$ cat src/rtl/decrypt_if.sv
// AXI4-Stream bundle used on both sides of the decrypt block.
// master drives the payload and valid, slave drives ready.
interface decrypt_if #(
  parameter int unsigned DATA_WIDTH = 256,
  parameter int unsigned USER_WIDTH = 128
);
  localparam int unsigned KEEP_WIDTH = DATA_WIDTH / 8;

  logic [DATA_WIDTH-1:0] tdata;
  logic [KEEP_WIDTH-1:0] tkeep;
  logic [USER_WIDTH-1:0] tuser;
  logic                  tvalid;
  logic                  tlast;
  logic                  tready;

  modport master (output tdata, output tkeep, output tuser, output tvalid, output tlast,
                  input  tready);
  modport slave  (input  tdata, input  tkeep, input  tuser, input  tvalid, input  tlast,
                  output tready);
endinterface

$ cat src/rtl/decrypt.sv
// Receive-side payload XOR decryptor: word 0 and the low header bits of word 1 pass,
// the rest is XORed with the per-packet key. Registered output with one skid entry.
// Define DECRYPT_STATS_EN to build the packet/runt counters; otherwise they read 0.
module decrypt #(
  parameter int unsigned C_M_AXIS_DATA_WIDTH  = 256,
  parameter int unsigned C_S_AXIS_DATA_WIDTH  = 256,
  parameter int unsigned C_M_AXIS_TUSER_WIDTH = 128,
  parameter int unsigned C_S_AXIS_TUSER_WIDTH = 128,
  parameter int unsigned HDR_BYPASS_BITS      = 16
) (
  input  logic        axis_aclk,
  input  logic        axis_reset,
  input  logic [31:0] key,
  decrypt_if.slave    s_axis,
  decrypt_if.master   m_axis,
  output logic [31:0] stat_pkt_count,
  output logic [31:0] stat_runt_count
);

  localparam int unsigned DW       = C_S_AXIS_DATA_WIDTH;
  localparam int unsigned KW       = DW / 8;
  localparam int unsigned UW       = C_S_AXIS_TUSER_WIDTH;
  localparam int unsigned MKW      = C_M_AXIS_DATA_WIDTH / 8;
  localparam int unsigned KEY_W    = 32;
  localparam int unsigned KEY_REPS = DW / KEY_W;

  typedef enum logic [1:0] {
    WORD0   = 2'd0,
    WORD1   = 2'd1,
    PAYLOAD = 2'd2
  } state_t;

  typedef struct packed {
    logic [DW-1:0] data;
    logic [KW-1:0] keep;
    logic [UW-1:0] user;
    logic          last;
  } beat_t;

  state_t        state_q, state_d;
  logic [KEY_W-1:0] key_q;
  logic [DW-1:0] key_mask;
  beat_t         in_beat, xform_beat;
  beat_t         out_q, skid_q;
  logic          out_valid_q, skid_valid_q;
  logic          accept, drain;

  // Ready comes straight from the skid flag, so m_axis.tready never reaches s_axis.tready.
  assign accept   = s_axis.tvalid & ~skid_valid_q;
  assign drain    = out_valid_q & m_axis.tready;
  assign key_mask = {KEY_REPS{key_q}};

  assign in_beat = '{data: s_axis.tdata, keep: s_axis.tkeep,
                     user: s_axis.tuser, last: s_axis.tlast};

  // Packet position register; key is captured with the first beat of each packet.
  always_ff @(posedge axis_aclk) begin
    if (axis_reset) begin
      state_q <= WORD0;
      key_q   <= '0;
    end else begin
      state_q <= state_d;
      if (accept && (state_q == WORD0)) begin
        key_q <= key;
      end
    end
  end

  // Next position and the transformed beat for the current position.
  always_comb begin
    state_d    = state_q;
    xform_beat = in_beat;
    case (state_q)
      WORD0: begin
        if (accept && !in_beat.last) state_d = WORD1;
      end
      WORD1: begin
        xform_beat.data = in_beat.data ^
                          {key_mask[DW-1:HDR_BYPASS_BITS], HDR_BYPASS_BITS'(0)};
        if (accept) state_d = in_beat.last ? WORD0 : PAYLOAD;
      end
      PAYLOAD: begin
        xform_beat.data = in_beat.data ^ key_mask;
        if (accept && in_beat.last) state_d = WORD0;
      end
      default: state_d = WORD0;
    endcase
  end

  // Output register plus skid; accept is only possible while the skid entry is empty.
  always_ff @(posedge axis_aclk) begin
    if (axis_reset) begin
      out_q        <= '0;
      skid_q       <= '0;
      out_valid_q  <= 1'b0;
      skid_valid_q <= 1'b0;
    end else if (accept) begin
      if (!out_valid_q || drain) begin
        out_q       <= xform_beat;
        out_valid_q <= 1'b1;
      end else begin
        skid_q       <= xform_beat;
        skid_valid_q <= 1'b1;
      end
    end else if (drain) begin
      if (skid_valid_q) begin
        out_q        <= skid_q;
        skid_valid_q <= 1'b0;
      end else begin
        out_valid_q <= 1'b0;
      end
    end
  end

  assign s_axis.tready = ~skid_valid_q;
  assign m_axis.tvalid = out_valid_q;
  assign m_axis.tdata  = C_M_AXIS_DATA_WIDTH'(out_q.data);
  assign m_axis.tkeep  = MKW'(out_q.keep);
  assign m_axis.tuser  = C_M_AXIS_TUSER_WIDTH'(out_q.user);
  assign m_axis.tlast  = out_q.last;

`ifdef DECRYPT_STATS_EN
  logic [31:0] pkt_q, runt_q;

  // Saturating counters: packets leaving the block, single-beat packets entering it.
  always_ff @(posedge axis_aclk) begin
    if (axis_reset) begin
      pkt_q  <= '0;
      runt_q <= '0;
    end else begin
      if (drain && out_q.last && (pkt_q != '1)) begin
        pkt_q <= pkt_q + 32'd1;
      end
      if (accept && (state_q == WORD0) && in_beat.last && (runt_q != '1)) begin
        runt_q <= runt_q + 32'd1;
      end
    end
  end

  assign stat_pkt_count  = pkt_q;
  assign stat_runt_count = runt_q;
`else
  assign stat_pkt_count  = '0;
  assign stat_runt_count = '0;
`endif

endmodule

$ cat src/flat_wrapper.sv
// flat-port wrapper written by rule: the top's interface ports become plain ports
module decrypt_flat 
#(
  parameter int unsigned C_M_AXIS_DATA_WIDTH  = 256,
  parameter int unsigned C_S_AXIS_DATA_WIDTH  = 256,
  parameter int unsigned C_M_AXIS_TUSER_WIDTH = 128,
  parameter int unsigned C_S_AXIS_TUSER_WIDTH = 128,
  parameter int unsigned HDR_BYPASS_BITS      = 16
)
  (axis_aclk, axis_reset, key, stat_pkt_count, stat_runt_count, s_axis_tdata, s_axis_tkeep, s_axis_tuser, s_axis_tvalid, s_axis_tlast, s_axis_tready, m_axis_tdata, m_axis_tkeep, m_axis_tuser, m_axis_tvalid, m_axis_tlast, m_axis_tready);
  decrypt_if #(.DATA_WIDTH((256)), .USER_WIDTH((128))) s_axis_i ();
  decrypt_if #(.DATA_WIDTH((256)), .USER_WIDTH((128))) m_axis_i ();
  input  logic axis_aclk;
  input  logic axis_reset;
  input  logic [31:0] key;
  output logic [31:0] stat_pkt_count;
  output logic [31:0] stat_runt_count;
  input wire logic [$bits(s_axis_i.tdata)-1:0] s_axis_tdata;
  input wire logic [$bits(s_axis_i.tkeep)-1:0] s_axis_tkeep;
  input wire logic [$bits(s_axis_i.tuser)-1:0] s_axis_tuser;
  input wire logic [$bits(s_axis_i.tvalid)-1:0] s_axis_tvalid;
  input wire logic [$bits(s_axis_i.tlast)-1:0] s_axis_tlast;
  output wire logic [$bits(s_axis_i.tready)-1:0] s_axis_tready;
  output wire logic [$bits(m_axis_i.tdata)-1:0] m_axis_tdata;
  output wire logic [$bits(m_axis_i.tkeep)-1:0] m_axis_tkeep;
  output wire logic [$bits(m_axis_i.tuser)-1:0] m_axis_tuser;
  output wire logic [$bits(m_axis_i.tvalid)-1:0] m_axis_tvalid;
  output wire logic [$bits(m_axis_i.tlast)-1:0] m_axis_tlast;
  input wire logic [$bits(m_axis_i.tready)-1:0] m_axis_tready;
  assign s_axis_i.tdata = s_axis_tdata;
  assign s_axis_i.tkeep = s_axis_tkeep;
  assign s_axis_i.tuser = s_axis_tuser;
  assign s_axis_i.tvalid = s_axis_tvalid;
  assign s_axis_i.tlast = s_axis_tlast;
  assign s_axis_tready = s_axis_i.tready;
  assign m_axis_tdata = m_axis_i.tdata;
  assign m_axis_tkeep = m_axis_i.tkeep;
  assign m_axis_tuser = m_axis_i.tuser;
  assign m_axis_tvalid = m_axis_i.tvalid;
  assign m_axis_tlast = m_axis_i.tlast;
  assign m_axis_i.tready = m_axis_tready;
  decrypt #(.C_M_AXIS_DATA_WIDTH(C_M_AXIS_DATA_WIDTH), .C_S_AXIS_DATA_WIDTH(C_S_AXIS_DATA_WIDTH), .C_M_AXIS_TUSER_WIDTH(C_M_AXIS_TUSER_WIDTH), .C_S_AXIS_TUSER_WIDTH(C_S_AXIS_TUSER_WIDTH), .HDR_BYPASS_BITS(HDR_BYPASS_BITS)) u_core (.axis_aclk(axis_aclk), .axis_reset(axis_reset), .key(key), .s_axis(s_axis_i), .m_axis(m_axis_i), .stat_pkt_count(stat_pkt_count), .stat_runt_count(stat_runt_count));
endmodule
$ cat config.mk
export PLATFORM = sky130hd
export DESIGN_NAME = decrypt_flat
export DESIGN_NICKNAME = d
export VERILOG_FILES = /design/src/rtl/decrypt_if.sv /design/src/rtl/decrypt.sv /design/src/flat_wrapper.sv
export SDC_FILE = /design/constraint.sdc
export NUM_CORES = 2
export LEC_CHECK = 0
export CORE_AREA = 2 2 367 369
export CTS_BUF_LIST = sky130_fd_sc_hd__clkbuf_8
export DETAILED_ROUTE_END_ITERATION = 8
export DIE_AREA = 0 0 369 371
export GPL_TIMING_DRIVEN = 0
export PLACE_DENSITY_LB_ADDON = 0.15
export SLEW_MARGIN = 10
export SYNTH_ARGS = -nofsm -noshare
export SYNTH_HDL_FRONTEND = slang
export SYNTH_SLANG_ARGS = --single-unit
export TNS_END_PERCENT = 1
$ cat constraint.sdc
create_clock -name axis_aclk -period 2.9 [get_ports axis_aclk]
set_clock_uncertainty 0.2 [all_clocks]
set_input_delay 0.435 -clock axis_aclk [delete_from_list [all_inputs] [get_ports axis_aclk]]
set_output_delay 0.435 -clock axis_aclk [all_outputs]
set_load 0.005 [all_outputs]
* Word-level counts from Yosys, hierarchy flattened *
Cells that the tools add are included.

operators by class
  equality and inequality tests = 8
  muxes and demuxes = 17
  bitwise operators = 6
  reductions and logical operators = 14

operators by type and width
  operator                                        count
  2-to-1 mux 417 bit                              4
  one-hot mux 256 bit (2 select lines)            1
  XOR 256 bit                                     2
  AND reduction 3 bit                             3
  2-to-1 mux 2 bit                                4
  != test 2 bit (second input constant)           4
  2-to-1 mux 1 bit                                7
  one-hot mux 2 bit (3 select lines)              1
  != test 2 x 1 -> 1 bit (second input constant)  2
  AND reduction 2 bit                             2
  nonzero test 2 bit                              2
  logical AND 1 bit                               3
  bitwise AND 1 bit                               2
  == test 2 x 1 -> 1 bit (second input constant)  1
  == test 2 bit (second input constant)           1
  logical NOT 1 bit                               2
  logical NOT 2 bit                               1
  NOT 1 bit                                       2
  logical OR 1 bit                                1

storage, ports and cells
  register bits = 870
  bits of input ports = 453
  output and inout bits = 483
  word-level logic and storage cells = 57

* Longest topological paths before layout *
  depth in word-level cells = 5
  depth in mapped cells = 9
  depth with buffers taken out = 6

* Worst setup path before layout *
No wires, ideal clock.

  path kind = reg2reg
  start = register u_core.state_q[0]
  end = register u_core.out_q (netlist bit u_core.m_axis.tdata[64])
  library setup time = 0.089 ns
  arrival = 1.782 ns
  required time = 2.611 ns
  setup slack = 0.829 ns
  stages on the path, launching flop included = 10
  path buffers = 3
  cell sequence = dfxtp_1 inv_1 ha_1 buf_4 buf_4 buf_2 nand3b_1 a21oi_1 nor3_1 o32ai_2

on the way
  cells in the longest elaborated chain, start to end = 4
  elaborated cells between the ends (all ways) = 5
  classes of those cells = 2 x eq/ne; 3 x mux

ends and longest elaborated chain
  element                                                  line            text
  start: declaration                                       decrypt.sv:40   state_t state_q, state_d;
  start signal: assignment                                 decrypt.sv:62   state_q <= state_d;
  == test 2 bit or == test 2 x 1 -> 1 bit (tied branches)  decrypt.sv:73   case (state_q)
  one-hot mux 256 bit (2 select lines) *                   decrypt.sv:73
  2-to-1 mux 417 bit *                                     decrypt.sv:98   if (!out_valid_q || drain) begin
  2-to-1 mux 417 bit *                                     decrypt.sv:97   end else if (accept) begin
  end signal: assignment                                   decrypt.sv:99   out_q <= xform_beat;
  end signal: assignment                                   decrypt.sv:107  out_q <= skid_q;
  end: declaration                                         decrypt.sv:44   beat_t out_q, skid_q;

Mark *: on every way between the ends. The rest lies on a longest branch, timed or not. The select of a mux whose other input is x is not followed.
A chain may end at the register's enable or synchronous reset.

* Worst setup path in the final report *
  start = register u_core.key_q[24]
  end = register u_core.out_q (netlist bit u_core.m_axis.tdata[184])

on the way
  cells in the longest elaborated chain, start to end = 4
  elaborated cells between the ends (all ways) = 5
  classes of those cells = 3 x mux; 2 x bitwise

ends and longest elaborated chain
  element                                 line                          text
  start: declaration                      decrypt.sv:41                 logic [KEY_W-1:0] key_q;
  start signal: assignment                decrypt.sv:64                 key_q <= key;
  XOR 256 bit, on equally long branches   decrypt.sv:83, decrypt.sv:78
  one-hot mux 256 bit (2 select lines) *  decrypt.sv:73
  2-to-1 mux 417 bit *                    decrypt.sv:98
  2-to-1 mux 417 bit *                    decrypt.sv:97

Marked as above.

==> results.txt <==
* Run status: finished, violations left
* Violated checks: setup timing
* Aggregate routed wire length: 236,000 um
- No sink is reached through more buffers than the 3 on the longest clock path.
- Clock-pin slew was measured on the worst setup and hold paths at 0.06 ns.
- The analysis attributes to cell leakage a power of 0.0215 uW.
- Final critical delay including setup and external delays: 3.09 ns
- The clock tree synthesis step divided the H-tree into 4 levels.
- Post-route worst setup slack: -0.189 ns
- After detailed routing, the number of remaining DRC violations is 0.
- The synthesized netlist devotes 0% of its cell area to XOR and XNOR gates.
- Setup CP Type: reg2reg
- Fill count: 13,341
- Peak ir drop on the vdd network: 0.377 mV
- Width of the die: 369 um
- Origin of the worst setup path: u_core.key_q[24]
- After Yosys synthesis, and, or, nand and nor cells account for 29.8% of the synthesized area.
- Area of all sequential standard cells: 17,400 um2
* Final RePlAce weighted congestion: 0.937
* Critical path required time: 3.50 ns
- The synthesized design contains 0 enable-type register cells.
- Sequential area share after synthesis: 40.0%
- Global route total overflow: 0
* IO Port Bufs: 870
- Distinct cells, synth: 33
- Global router's overall resource usage: 33.1%
* Start point of the worst hold path: s_axis_tuser[34]
* Routed vias/inst: 5.35
- Skew-Pair Late Insertion Delay: 0.90 ns
- The worst setup path is launched from a register.
- After Yosys synthesis, full adders, half adders and majority gates account for 0.144% of the synthesized area.
* CTS buffer count: 160
- Final net count: 7,268
- Of the cells placed in the final design, the portion with a size suffix greater than 1 is 11.4%.
- Number of instances in the placed design: 8,224
- Area of the core region: 133,000 um2
* Site row count: 134
- The initial utilization of the core area, before any placement, comes to 32.8%.
- TritonCTS built the clock tree.
- Multi-input combinational cell area: 22,500 um2
- The portion of synthesized area spent on multiplexers is 0.578%.
* Reg-to-Reg End: u_core.m_axis.tdata[184]
- Summing the areas of all compound-gate instances in the mapped netlist gives 20.7% of the synthesized area.
- The detailed router placed 46,911 vias in this run.
- Post-DRT Antenna Nets: 0
* Root Buffer: sky130_fd_sc_hd__clkbuf_8
- Measured in cells, the most critical reg-to-reg path has a length of 5.
- In this run the worst path has a maximum fanout of 11.
- Actual transition at the worst max-transition pin: 1.39 ns
- The synthesized netlist occupies a cell area of 43,500 um2.
- The path with the worst hold slack has its endpoint at u_core.skid_q[35].
- Max_cap viols: 0
* Area of the die: 137,000 um2
* Startpoint of the worst register-to-register path: u_core.key_q[24]
- The floorplan step set the die height to 371 um.
- Crit share post-route: 107%
* Flip-flop and latch count after synthesis: 870
* Yosys synthesis warning count: 0
* Worst min-delay path category: in2reg
- Gate count of the mapped netlist: 5,516
* Post-Syn Area per Cell: 7.89 um2
- At the worst endpoint, the arrival time is 3.69 ns.
* Maximum number of pins on one net before global-route repair: 17
- Number of endpoints with negative hold slack in the final report: 0
* First-pass GRT wire length: 324,000 um
- Drt pass-1 iters: 6
- Summed over all nets, the half-perimeter wirelength after detailed placement is 172,000 um.
- Post-synthesis async set-or-reset flop share: 0%
- # IOs: 936
- For this run, the leading register cell type out of synthesis is sky130_fd_sc_hd__dfxtp_1.
* Growth of design area from synthesis to finish: 38.4%
- Max Transition Viols Final: 0
* CTS sink cnt: 870
* Drt wl/cell: 26.9 um
* Vias in the first global route: 43,880
* Final Core Density: 45.4%
* Tightest slew margin relative to the limit: 7.28%
- Number of setup violations in the final report: 47
- Fmax: 0.324 GHz
* RSZ-0062 raised after global routing: yes
- Dividing total power by cell area gives a power density of 637 nW/um2.
- Kind of end point of the critical path: register
* Iteration-0 DRC Markers: 4,764
- Finished Layout Cells: 8,772
- Main combinational cell family by area after synthesis: simple AND/OR/NAND/NOR gates
* R2r setup slk: -0.19 ns
- Cell count of the worst hold path: 3
- The number of antenna violations at the first check in global routing was 86.
-- final cells by class --
type	instances	share of cell area, %
Multi-Input combinational cell	3882	37.4
Sequential cell	870	28.9
Timing Repair Buffer	1069	17.9
Buffer	582	4.97
Clock buffer	201	4.59
Tap cell	1768	3.67
Inverter	245	1.53
Clock inverter	74	0.665
Antenna cell	81	0.336
-- through the flow --
| stage | total power (uW) | cell area (um2) | worst slack, ns | hold slack (ns) | TNS, ns |
|---|---|---|---|---|---|
| 2_1_floorplan | 19900 | 43800 | 0.829 | 0.237 | 0 |
| 3_3_place_gp | 25800 | 54700 | -1.21 | 0.242 | -365.42 |
| 3_5_place_dp | 25900 | 54900 | -0.538 | 0.247 | -205.49 |
| 4_1_cts | 38300 | 60000 | 0.00788 | 0.00287 | 0 |
| 5_1_grt | 39800 | 60100 | -0.0223 | 0.0660 | -0.0606 |
| 6_report | 38400 | 60300 | -0.189 | 0.0860 | -2.64 |
-- report_power, final --
part           leakage [uW]  total (uW)  internal (uW)  switching, uW
clock               0.00182       12100           6380           5720
combinational        0.0126       12400           4600           7850
sequential          0.00714       13800          12900            911
-- cell usage in the layout, fill, tap and decap left out, types with 24 or more instances in the layout --
cell type and count:
sky130_fd_sc_hd__clkdlybuf4s50_1 870, sky130_fd_sc_hd__dfxtp_1 861, sky130_fd_sc_hd__nor3_1 734, sky130_fd_sc_hd__nand2_1 728
sky130_fd_sc_hd__a21oi_1 686, sky130_fd_sc_hd__nor2_1 419, sky130_fd_sc_hd__inv_1 297, sky130_fd_sc_hd__nor2b_1 257
sky130_fd_sc_hd__nand2b_1 250, sky130_fd_sc_hd__nand3b_1 233, sky130_fd_sc_hd__clkbuf_1 223, sky130_fd_sc_hd__clkbuf_8 201
sky130_fd_sc_hd__o32ai_2 200, sky130_fd_sc_hd__dlygate4sd3_1 192, sky130_fd_sc_hd__buf_2 182, sky130_fd_sc_hd__a311oi_1 161
sky130_fd_sc_hd__buf_4 86, sky130_fd_sc_hd__diode_2 81, sky130_fd_sc_hd__conb_1 64, sky130_fd_sc_hd__o32ai_1 57
sky130_fd_sc_hd__clkbuf_2 51, sky130_fd_sc_hd__a221oi_1 32, sky130_fd_sc_hd__mux2i_1 24, sky130_fd_sc_hd__buf_6 24
-- what timing repair did --
| item | 4_1_cts | 5_1_grt |
|---|---|---|
| endpoints found under the hold margin | 349 | 0 |
| gates resized for setup | 13 | 16 |
| hold buffers | 192 | 0 |
| cloned | 0 | 0 |
| setup endpoints to repair | 391 | 192 |
| buffers inserted | 0 | 0 |
-- Yosys cell counts (2+ instances only) --
master	instances	area, um2
sky130_fd_sc_hd__clkbuf_1	276	1040
sky130_fd_sc_hd__buf_2	186	931
sky130_fd_sc_hd__mux2i_1	24	240
sky130_fd_sc_hd__o21ai_0	19	95.1
sky130_fd_sc_hd__nand3b_1	233	1750
sky130_fd_sc_hd__nand2_1	728	2730
sky130_fd_sc_hd__nor2_1	420	1580
sky130_fd_sc_hd__dfxtp_1	870	17400
sky130_fd_sc_hd__o32ai_1	57	499
sky130_fd_sc_hd__a221oi_1	32	280
sky130_fd_sc_hd__inv_1	245	920
sky130_fd_sc_hd__buf_4	85	638
sky130_fd_sc_hd__a311oi_1	161	1410
sky130_fd_sc_hd__buf_6	23	259
sky130_fd_sc_hd__nand2b_1	250	1560
sky130_fd_sc_hd__o32ai_2	200	3250
sky130_fd_sc_hd__a21oi_1	686	3430
sky130_fd_sc_hd__and2_1	2	12.5
sky130_fd_sc_hd__nor2b_1	257	1610
sky130_fd_sc_hd__buf_1	12	45.0
sky130_fd_sc_hd__nor3_1	734	3670
sky130_fd_sc_hd__ha_1	5	62.6
-- routing by layer --
layer / GRT usage, % / wire length [um]
met5: 0 / 230
met4: 19.3 / 13100
met3: 11.4 / 26500
met2: 51.0 / 105000
met1: 40.0 / 91600
-- logic make-up after synthesis --
kind of cell	after synthesis
simple gates	2629
flops	870
buf+inv	827
mux	25
other cells	1
compound gates	1159
fa+ha+maj	5
-- critical path, stage by stage, from the launching register on --
cell,delay [ns]
sky130_fd_sc_hd__dfxtp_1,1.12
sky130_fd_sc_hd__clkbuf_2,0.86
sky130_fd_sc_hd__nand3b_1,0.14
sky130_fd_sc_hd__a21oi_1,0.27
sky130_fd_sc_hd__nor3_1,0.10
sky130_fd_sc_hd__o32ai_2,0.28
-- flip-flops by register name (all words and copies together), names as in the netlist --
register              count
u_core.state_q            2
u_core.m_axis.tkeep      32
u_core.skid_q           417
u_core.key_q             32
u_core.m_axis.tdata     256
u_core.skid_valid_q       1
u_core.m_axis.tvalid      1
u_core.m_axis.tuser     128
u_core.m_axis.tlast       1
-- worst max-delay path by stage --
| stage | cells after the start | to | slack, ns |
|---|---|---|---|
| floorplan | 9 | u_core.m_axis.tdata[64] | 0.83 |
| global placement | 5 | u_core.m_axis.tdata[12] | -1.21 |
| detailed placement | 8 | u_core.m_axis.tdata[241] | -0.54 |
| CTS | 5 | u_core.m_axis.tdata[184] | 0.008 |
| global route | 7 | u_core.m_axis.tdata[13] | -0.02 |
| finish | 5 | u_core.m_axis.tdata[184] | -0.19 |
(Power assumes the default switching activity.)
